### src/rtl/vga_timing.sv
// -----------------------------------------------------------------------------
// vga_pkg    : 1024x768 @ 60 Hz raster constants (65 MHz pixel clock).
// vga_timing : free-running raster timing generator.
//
// Ports
//   clk  in   pixel clock
//   rst  in   asynchronous, active-high reset
//   out  out  vga_if.source bundle: hcount, vcount, hsync, hblnk,
//             vsync, vblnk, rgb (rgb held at 12'h000)
//
// Counts and strobes are all registered together from the same next-state
// values, so the flags presented in any cycle always describe the counts
// presented in that same cycle.
//
// Optional build macro
//   VGA_TIMING_SVA_EN : compiles embedded concurrent assertions (ranges,
//                       window equations, counter stepping). No effect on
//                       the synthesised logic.
// -----------------------------------------------------------------------------
package vga_pkg;
   localparam logic [10:0] H_COUNT_TOT  = 11'd1343;
   localparam logic [10:0] H_BLNK_START = 11'd1024;
   localparam logic [10:0] H_BLNK_END   = 11'd1344;
   localparam logic [10:0] H_SYNC_START = 11'd1048;
   localparam logic [10:0] H_SYNC_END   = 11'd1184;

   localparam logic [10:0] V_COUNT_TOT  = 11'd805;
   localparam logic [10:0] V_BLNK_START = 11'd768;
   localparam logic [10:0] V_BLNK_END   = 11'd806;
   localparam logic [10:0] V_SYNC_START = 11'd771;
   localparam logic [10:0] V_SYNC_END   = 11'd777;
endpackage

module vga_timing
   import vga_pkg::*;
(
   input  logic   clk,
   input  logic   rst,
   vga_if.source  out
);

   logic [10:0] hcount_q;
   logic [10:0] vcount_q;
   logic        hsync_q;
   logic        hblnk_q;
   logic        vsync_q;
   logic        vblnk_q;

   logic [10:0] hcount_nxt;
   logic [10:0] vcount_nxt;
   logic        hsync_nxt;
   logic        hblnk_nxt;
   logic        vsync_nxt;
   logic        vblnk_nxt;
   logic        h_wrap;
   logic        v_wrap;

   // >= rather than == so an out-of-range count (e.g. after an upset)
   // falls back into the legal range at the next line boundary.
   assign h_wrap = (hcount_q >= H_COUNT_TOT);
   assign v_wrap = (vcount_q >= V_COUNT_TOT);

   assign hcount_nxt = h_wrap ? 11'd0 : hcount_q + 11'd1;
   assign vcount_nxt = !h_wrap ? vcount_q :
                       (v_wrap ? 11'd0 : vcount_q + 11'd1);

   // Strobes are decoded from the next counts, not the current ones, so
   // that they land in the flops on the same edge as the counts they
   // describe. The vertical strobes therefore only move at the h wrap.
   assign hblnk_nxt = (hcount_nxt >= H_BLNK_START) && (hcount_nxt < H_BLNK_END);
   assign hsync_nxt = (hcount_nxt >= H_SYNC_START) && (hcount_nxt < H_SYNC_END);
   assign vblnk_nxt = (vcount_nxt >= V_BLNK_START) && (vcount_nxt < V_BLNK_END);
   assign vsync_nxt = (vcount_nxt >= V_SYNC_START) && (vcount_nxt < V_SYNC_END);

   always_ff @(posedge clk or posedge rst) begin
      if (rst) begin
         hcount_q <= 11'd0;
         vcount_q <= 11'd0;
         hsync_q  <= 1'b0;
         hblnk_q  <= 1'b0;
         vsync_q  <= 1'b0;
         vblnk_q  <= 1'b0;
      end else begin
         hcount_q <= hcount_nxt;
         vcount_q <= vcount_nxt;
         hsync_q  <= hsync_nxt;
         hblnk_q  <= hblnk_nxt;
         vsync_q  <= vsync_nxt;
         vblnk_q  <= vblnk_nxt;
      end
   end

   assign out.hcount = hcount_q;
   assign out.vcount = vcount_q;
   assign out.hsync  = hsync_q;
   assign out.hblnk  = hblnk_q;
   assign out.vsync  = vsync_q;
   assign out.vblnk  = vblnk_q;
   assign out.rgb    = 12'h000;

`ifdef VGA_TIMING_SVA_EN
   a_hcount_range: assert property (@(posedge clk) disable iff (rst)
      hcount_q <= H_COUNT_TOT)
      else $error("vga_timing: hcount out of range (%0d)", hcount_q);

   a_vcount_range: assert property (@(posedge clk) disable iff (rst)
      vcount_q <= V_COUNT_TOT)
      else $error("vga_timing: vcount out of range (%0d)", vcount_q);

   a_hblnk_window: assert property (@(posedge clk) disable iff (rst)
      hblnk_q == ((hcount_q >= H_BLNK_START) && (hcount_q < H_BLNK_END)))
      else $error("vga_timing: hblnk=%0b at hcount %0d", hblnk_q, hcount_q);

   a_hsync_window: assert property (@(posedge clk) disable iff (rst)
      hsync_q == ((hcount_q >= H_SYNC_START) && (hcount_q < H_SYNC_END)))
      else $error("vga_timing: hsync=%0b at hcount %0d", hsync_q, hcount_q);

   a_vblnk_window: assert property (@(posedge clk) disable iff (rst)
      vblnk_q == ((vcount_q >= V_BLNK_START) && (vcount_q < V_BLNK_END)))
      else $error("vga_timing: vblnk=%0b at vcount %0d", vblnk_q, vcount_q);

   a_vsync_window: assert property (@(posedge clk) disable iff (rst)
      vsync_q == ((vcount_q >= V_SYNC_START) && (vcount_q < V_SYNC_END)))
      else $error("vga_timing: vsync=%0b at vcount %0d", vsync_q, vcount_q);

   a_hcount_step: assert property (@(posedge clk) disable iff (rst)
      hcount_q == (($past(hcount_q) == H_COUNT_TOT) ? 11'd0
                                                    : $past(hcount_q) + 11'd1))
      else $error("vga_timing: hcount stepped %0d -> %0d",
                  $past(hcount_q), hcount_q);

   a_vcount_hold: assert property (@(posedge clk) disable iff (rst)
      ($past(hcount_q) != H_COUNT_TOT) |-> (vcount_q == $past(vcount_q)))
      else $error("vga_timing: vcount moved without an hcount wrap");

   a_vcount_step: assert property (@(posedge clk) disable iff (rst)
      ($past(hcount_q) == H_COUNT_TOT) |->
         (vcount_q == (($past(vcount_q) == V_COUNT_TOT) ? 11'd0
                                                        : $past(vcount_q) + 11'd1)))
      else $error("vga_timing: vcount stepped %0d -> %0d",
                  $past(vcount_q), vcount_q);
`endif

endmodule

### src/rtl/vga_timing_if.sv
// -----------------------------------------------------------------------------
// vga_if : VGA raster bundle shared by the timing, draw and overlay stages.
//
// Fields
//   hcount [10:0]  horizontal pixel counter
//   vcount [10:0]  vertical line counter
//   hsync          horizontal sync, active-high
//   hblnk          horizontal blanking
//   vsync          vertical sync, active-high
//   vblnk          vertical blanking
//   rgb    [11:0]  pixel colour, 4 bits per channel
//
// Modports
//   source : the stage that drives the bundle
//   sink   : a stage that consumes the bundle
// -----------------------------------------------------------------------------
interface vga_if;
   logic [10:0] hcount;
   logic [10:0] vcount;
   logic        hsync;
   logic        hblnk;
   logic        vsync;
   logic        vblnk;
   logic [11:0] rgb;

   modport source (
      output hcount,
      output vcount,
      output hsync,
      output hblnk,
      output vsync,
      output vblnk,
      output rgb
   );

   modport sink (
      input hcount,
      input vcount,
      input hsync,
      input hblnk,
      input vsync,
      input vblnk,
      input rgb
   );
endinterface

### src/flat_wrapper.sv
// flat-port wrapper written by rule: the top's interface ports become plain ports
module vga_timing_flat import vga_pkg::*;
  (clk, rst, out_hcount, out_vcount, out_hsync, out_hblnk, out_vsync, out_vblnk, out_rgb);
  vga_if out_i ();
  input  logic clk;
  input  logic rst;
  output wire logic [$bits(out_i.hcount)-1:0] out_hcount;
  output wire logic [$bits(out_i.vcount)-1:0] out_vcount;
  output wire logic [$bits(out_i.hsync)-1:0] out_hsync;
  output wire logic [$bits(out_i.hblnk)-1:0] out_hblnk;
  output wire logic [$bits(out_i.vsync)-1:0] out_vsync;
  output wire logic [$bits(out_i.vblnk)-1:0] out_vblnk;
  output wire logic [$bits(out_i.rgb)-1:0] out_rgb;
  assign out_hcount = out_i.hcount;
  assign out_vcount = out_i.vcount;
  assign out_hsync = out_i.hsync;
  assign out_hblnk = out_i.hblnk;
  assign out_vsync = out_i.vsync;
  assign out_vblnk = out_i.vblnk;
  assign out_rgb = out_i.rgb;
  vga_timing u_core (.clk(clk), .rst(rst), .out(out_i));
endmodule
### config.mk
export PLATFORM = sky130hd
export DESIGN_NAME = vga_timing_flat
export DESIGN_NICKNAME = d
export VERILOG_FILES = /design/src/rtl/vga_timing.sv /design/src/rtl/vga_timing_if.sv /design/src/flat_wrapper.sv
export SDC_FILE = /design/constraint.sdc
export NUM_CORES = 1
export LEC_CHECK = 0
export ABC_AREA = 1
export CAP_MARGIN = 10
export CORE_MARGIN = 3
export CORE_UTILIZATION = 40
export CTS_CLUSTER_DIAMETER = 150
export DETAILED_ROUTE_END_ITERATION = 8
export GPL_ROUTABILITY_DRIVEN = 0
export GPL_TIMING_DRIVEN = 1
export PLACE_DENSITY = 0.67
export SLEW_MARGIN = 20
export SYNTH_ARGS = -nofsm -noshare
export SYNTH_HDL_FRONTEND = slang
export SYNTH_SLANG_ARGS = --single-unit
### constraint.sdc
create_clock -name clk -period 2.05 [get_ports clk]
set_clock_uncertainty 0.1 [all_clocks]
set_input_delay 0.5125 -clock clk [delete_from_list [all_inputs] [get_ports clk]]
set_output_delay 0.5125 -clock clk [all_outputs]
set_load 0.01 [all_outputs]
==> run summary, run 1 <==
YS warnings: 0
Final Non-Filler Cells: 308
Die H: 69.84 um
first-pass GRT wire length: 5913 um
Final Setup Violations: 0
Sinks on Clock Net: 26
CP max FO: 4
worst slack at placement: 0.07280 ns
ANT nets after route: 0
CTS tree: built
reg-to-reg critical path endpoint: u_core.out.hblnk
syn_area_per_cell: 7.214 sq um
die area: 4878 sq um
area leader, netlist: dfrtp_1
Mapped Area: 1630 sq um
Post-synth EDFFs: 0
most frequent cells in the layout: nand2_1 (57), inv_1 (33), nor2_1 (30)
Critical R2R Launch: u_core.out.hcount[0]
Hold Fails Final Rpt: 0
Via density: 4.643
DR WL/cell: 11.32 um
flop-to-flop setup slack: 0.17 ns
Setup crit start kind: register
Gate Count Post-Synth: 226
CP endpoint kind: output port
Finished Cell Area: 2064 sq um
vias in the first global route: 1310
Pwr Total: 964.9 uW
Critical Path Slowest Stage Cell: clkdlybuf4s50_1
Synth Register Bits: 26
I/O Pins: 40
Hold Path Depth: 1
GRT Util Overall: 0.1463
Area Growth Syn to Fin: 26.63%
Critical Path Max Stage Delay: 0.52 ns
Crit Path Class: reg2out
Remaining Overflow, GRT: 0
core area: 3799 sq um
crit-path cells: buf_4, clkdlybuf4s50_1
min-delay src: u_core.out.hcount[0]
vias: 1430
Clock Latency Late Sink: 0.27 ns
first drt pass iteration count: 4
Rows: 22
layout cells sized above 1: 0.1269
H-Tree Depth: 1
setup_tns: 0 ns
placed insts: 301
Reg2Reg Depth: 10
PwrDens: 467.4 nW/um^2
Nets: 266
Num CTS Buffers: 3
CP bufs+invs: 2
Layout fillers: 363
Antenna diodes: 0
DIE WIDTH: 69.84 um
Hold Path Class: reg2reg
Synth top area share: 0.3991
WP data required: 1.44 ns
Synth area leaders: dfrtp_1 (40%), nand2_1 (14%), inv_1 (7.6%), nor2_1 (7.1%), buf_4 (6.0%)
clock buffer depth: 2
final wirelength: 3488 um
Post-CTS Hold Buffers: 0
peak supply drop: 330.3 uV
max-cap viol count: 0
post-DP HPWL: 2648 um
WP data arrival: 1.33 ns
Min Clock Period, post-route: 1.943 ns
post-route worst setup slack: 0.1067 ns
Hold Crit Endpoint: u_core.out.hcount[0]
Starting Density: 0.4292
dpl cell area: 1916 sq um
IO Port Bufs: 27
synth unique cells: 25
initial antenna violation count: 0
Pleak: 1.136 nW
largest net degree at the start of global routing: 27
Post-synth ARST share: 1.000
CP top delay family: buffers and inverters
sequential-to-total area share from yosys stat: 0.3991
max-slew violation count: 0
CTS Root Cell: clkbuf_8
Tcrit/Tclk final: 0.9480
Most used DFF post-synth: dfrtp_1
Iteration-0 DRC Markers: 64
f_max: 0.5146 GHz
clock-pin slew on the worst setup and hold paths: 0.09 ns
DRC Markers: 0
most common cell after layout, fill and taps aside: nand2_1
status: completed
## what timing repair did
item,CTS,global route
buffers inserted,0,3
resized for setup,0,12
endpoints found under the setup margin,0,4
## worst max-delay path by stage
stage / startpoint / cells past startpoint / endpoint / slack, ns
after floorplan: u_core.out.hcount[0] / 13 / u_core.out.vsync / 0.24
after global placement: u_core.out.hcount[0] / 13 / u_core.out.vsync / 0.14
after detailed placement: u_core.out.hcount[0] / 12 / u_core.out.vsync / 0.07
after CTS: u_core.out.hcount[0] / 12 / u_core.out.vsync / 0.02
after global routing: u_core.out.hcount[0] / 12 / u_core.out.vsync / -0.02
final: u_core.out.vcount[1] / 2 / out_vcount[1] / 0.11
## sequential cells by signal (all words and copies together) (netlist names)
signal	cells
u_core.out.vsync	1
u_core.out.hcount	11
u_core.out.hblnk	1
u_core.out.vcount	11
u_core.out.vblnk	1
u_core.out.hsync	1
## per-stage QoR
stage | hold slack (ns) | util
6_report | 0.3892 | 0.5435
5_1_grt | 0.4284 | 0.5435
4_1_cts | 0.3946 | 0.5231
3_5_place_dp | 0.3766 | 0.5043
3_3_place_gp | 0.3655 | 0.5043
2_1_floorplan | 0.4072 | -
## cell type report
class	instances	area [sq um]	area share
clock inverters	1	30.03	0.01455
clock buffers	3	41.29	0.02000
inverters	34	127.6	0.06182
multi-input cells	163	825.8	0.4000
well taps	48	60.06	0.02909
repair buffers	33	327.8	0.1588
flip-flops and latches	26	651.9	0.3158
## logic make-up (layout without fill, tap and decap cells)
group / after synthesis / after routing / share of synthesized area
xor+xnor: 7 / 7 / 0.03761
other cells: 1 / 12 / 0.002300
fa+ha+maj: 3 / 3 / 0.02303
simple gates: 127 / 127 / 0.3400
buf+inv: 48 / 71 / 0.1450
flops: 26 / 26 / 0.3991
compound gates: 14 / 14 / 0.05296
## layer usage
layer / up-vias / GRT usage / part of all wire
met5: - / 0 / 0
met4: 0 / 0.04043 / 0.013
met3: 6 / 0.03188 / 0.062
met2: 45 / 0.2162 / 0.45
met1: 642 / 0.2140 / 0.47
li1: 737 / - / -
## worst reg2reg max path: cells and delay by family (launching register included)
| family | cells | cell delay, ns |
|---|---|---|
| compound gates | 3 | 0.37 |
| fa+ha+maj | 1 | 0.21 |
| flops | 1 | 0.42 |
| simple gates | 4 | 0.40 |
| buf+inv | 2 | 0.32 |
## where the power goes
group / internal [mW] / switching [mW] / total, mW
Combinational: 0.00305 / 0.0197 / 0.0228
Clock: 0.261 / 0.168 / 0.430
Sequential: 0.512 / 0 / 0.512
## Yosys cell counts, drive strengths merged, types with 3 or more instances
master / count
a21oi: 7
buf: 14
dfrtp: 26
ha: 3
inv: 34
nand2: 63
nand3: 19
nand4: 3
nor2: 38
nor3: 3
o21ai: 5
xor2: 6
(Power assumes the default switching activity.)
==> run 2, diff against run 1 <==
CORE_ASPECT_RATIO = 0.8   (was not set)
SKIP_CTS_REPAIR_TIMING = 1   (was not set)
SLEW_MARGIN = not set   (was 20)
==> run summary, run 2 (synthesis results as in run 1) <==
layout cells sized above 1: 0.1260 (-0.0009689)
Finished Cell Area: 2085 sq um (+0.97%)
Area Growth Syn to Fin: 27.86%
Clk pwr share: 0.443 (-0.002)
DRC Markers: 0 (unchanged)
Final Setup Violations: 0 (unchanged)
Nets: 268 (+0.75%)
Sinks on Clock Net: 26 (unchanged)
Critical Path Slowest Stage Cell: clkdlybuf4s50_1
met1 Use GR: 0.2448 (+0.03078)
DIE WIDTH: 77.38 um (+11%)
Antenna diodes: 0 (unchanged)
vias: 1464 (+2.4%)
largest net degree at the start of global routing: 27 (unchanged)
WP data required: 1.44 ns (about the same)
grt met3 use: 0.02571 (-0.006170)
Critical R2R Launch: u_core.out.hcount[8]
first-pass GRT wire length: 5906 um (-0.12%)
core area: 3854 sq um (+1.4%)
Sw Share: 0.1917 (-0.003189)
Layout fillers: 379 (+4.4%)
Multi-input gate area: 829.5 sq um (+0.45%)
most common cell after layout, fill and taps aside: nand2_1
Int Power: 776.7 uW (about the same)
peak supply drop: 246.3 uV (-25%)
f_max: 0.5171 GHz (+0.50%)
Crit Path Class: reg2out
final wirelength: 3711 um (+6.4%)
initial antenna violation count: 0 (unchanged)
Via density: 4.618 (-0.53%)
Critical Path Source: u_core.out.vcount[2]
die area: 4882 sq um (about the same)
min-delay src: u_core.out.hcount[0]
register area: 651.9 sq um (unchanged)
Remaining Overflow, GRT: 0 (unchanged)
CP top delay family: buffers and inverters
CP bufs+invs: 1 (-1)
Starting Density: 0.4231 (-0.006131)
clock-pin slew on the worst setup and hold paths: 0.09 ns (about the same)
post-DP HPWL: 2694 um (+1.7%)
GRT Max-Usage Layer: met1
max-cap viol count: 0 (unchanged)
Comb power frac: 0.024 (about the same)
Clock Latency Late Sink: 0.27 ns (about the same)
Rows: 20 (-9.1%)
clock buffer depth: 2 (unchanged)
Setup crit start kind: register
Min Clock Period, post-route: 1.934 ns (-0.009595 ns)
IO Port Bufs: 27 (unchanged)
Seq pwr share: 0.533 (+0.002)
dpl cell area: 1924 sq um (+0.46%)
max-slew violation count: 0 (unchanged)
CTS tree: built
Pwr Total: 960.9 uW (-0.41%)
most frequent cells in the layout: nand2_1 (58), inv_1 (33), nor2_1 (31)
Tcrit/Tclk final: 0.9433 (-0.004680)
Die H: 63.10 um (-9.7%)
status: completed
I/O Pins: 40 (unchanged)
CTS Root Cell: clkbuf_8
WP data arrival: 1.32 ns (about the same)
M2 GR Usage: 0.1929 (-0.02327)
Hold Path Class: reg2reg
H-Tree Depth: 1 (unchanged)
first drt pass iteration count: 4 (unchanged)
CP max FO: 6 (+2)
CP endpoint kind: output port
vias in the first global route: 1213 (-7.4%)
crit-path cells: clkdlybuf4s50_1
DR WL/cell: 11.71 um (+3.4%)
GRT Util Overall: 0.1484 (+0.002092)
Pleak: 1.125 nW (-0.96%)
Num CTS Buffers: 3 (unchanged)
Hold Fails Final Rpt: 0 (unchanged)
PwrDens: 461.0 nW/um^2 (-1.4%)
Critical Path Max Stage Delay: 0.58 ns (+0.06 ns)
NetSw: 184.2 uW (-2.0%)
ANT nets after route: 0 (unchanged)
Iteration-0 DRC Markers: 163 (+150%)
==> run 2: worst paths after layout <==
| kind | endpoint | slack, ns | cells past startpoint |
|---|---|---|---|
| setup / recovery | out_vcount[2] | 0.12 | 1 |
| hold / removal | u_core.out.hcount[0] | 0.47 | 2 |
| setup reg to reg | u_core.out.vblnk | 0.14 | 9 |
| hold reg to reg | u_core.out.hcount[0] | 0.47 | 2 |
| max in group asynchronous | u_core.out.vcount[0] | 1.10 | 3 |
| min in group asynchronous | u_core.out.hcount[1] | 0.48 | 3 |
==> run 2: metal layers <==
layer | vias to the layer above | share of wire
li1 | 745 | -
met1 | 652 | 0.52
met4 | 0 | 0.0059
met2 | 65 | 0.40
met5 | - | 0
met3 | 2 | 0.068
==> run 2: power by group through the flow <==
stage / logic [mW] / clock network [mW] / registers [mW]
finish: 0.0229 / 0.426 / 0.512
floorplan: 0.0341 / 0 / 0.523
detailed placement: 0.0237 / 0 / 0.523
global placement: 0.0236 / 0 / 0.523
CTS: 0.0236 / 0.436 / 0.512
global route: 0.0267 / 0.459 / 0.513
==> run 2: final cells by class <==
type / instances / area share
Clock buffer: 3 / 0.01981
Clock inverter: 1 / 0.01441
Inverter: 34 / 0.06122
Multi-Input combinational cell: 164 / 0.3980
Sequential cell: 26 / 0.3127
Tap cell: 55 / 0.03301
Timing Repair Buffer: 34 / 0.1609
==> run 2: through the flow <==
stage | hold slack, ns | setup TNS, ns | utilization | std cells | setup slack (ns)
floorplan | 0.4072 | 0 | - | 237 | 0.2434
global placement | 0.3675 | 0 | 0.4994 | 308 | 0.1222
detailed placement | 0.3773 | 0 | 0.4994 | 308 | 0.1021
CTS | 0.3951 | 0 | 0.5179 | 312 | 0.05458
global route | 0.4978 | -0.02071 | 0.5409 | 317 | -0.02071
finish | 0.4694 | 0 | 0.5409 | 317 | 0.1163
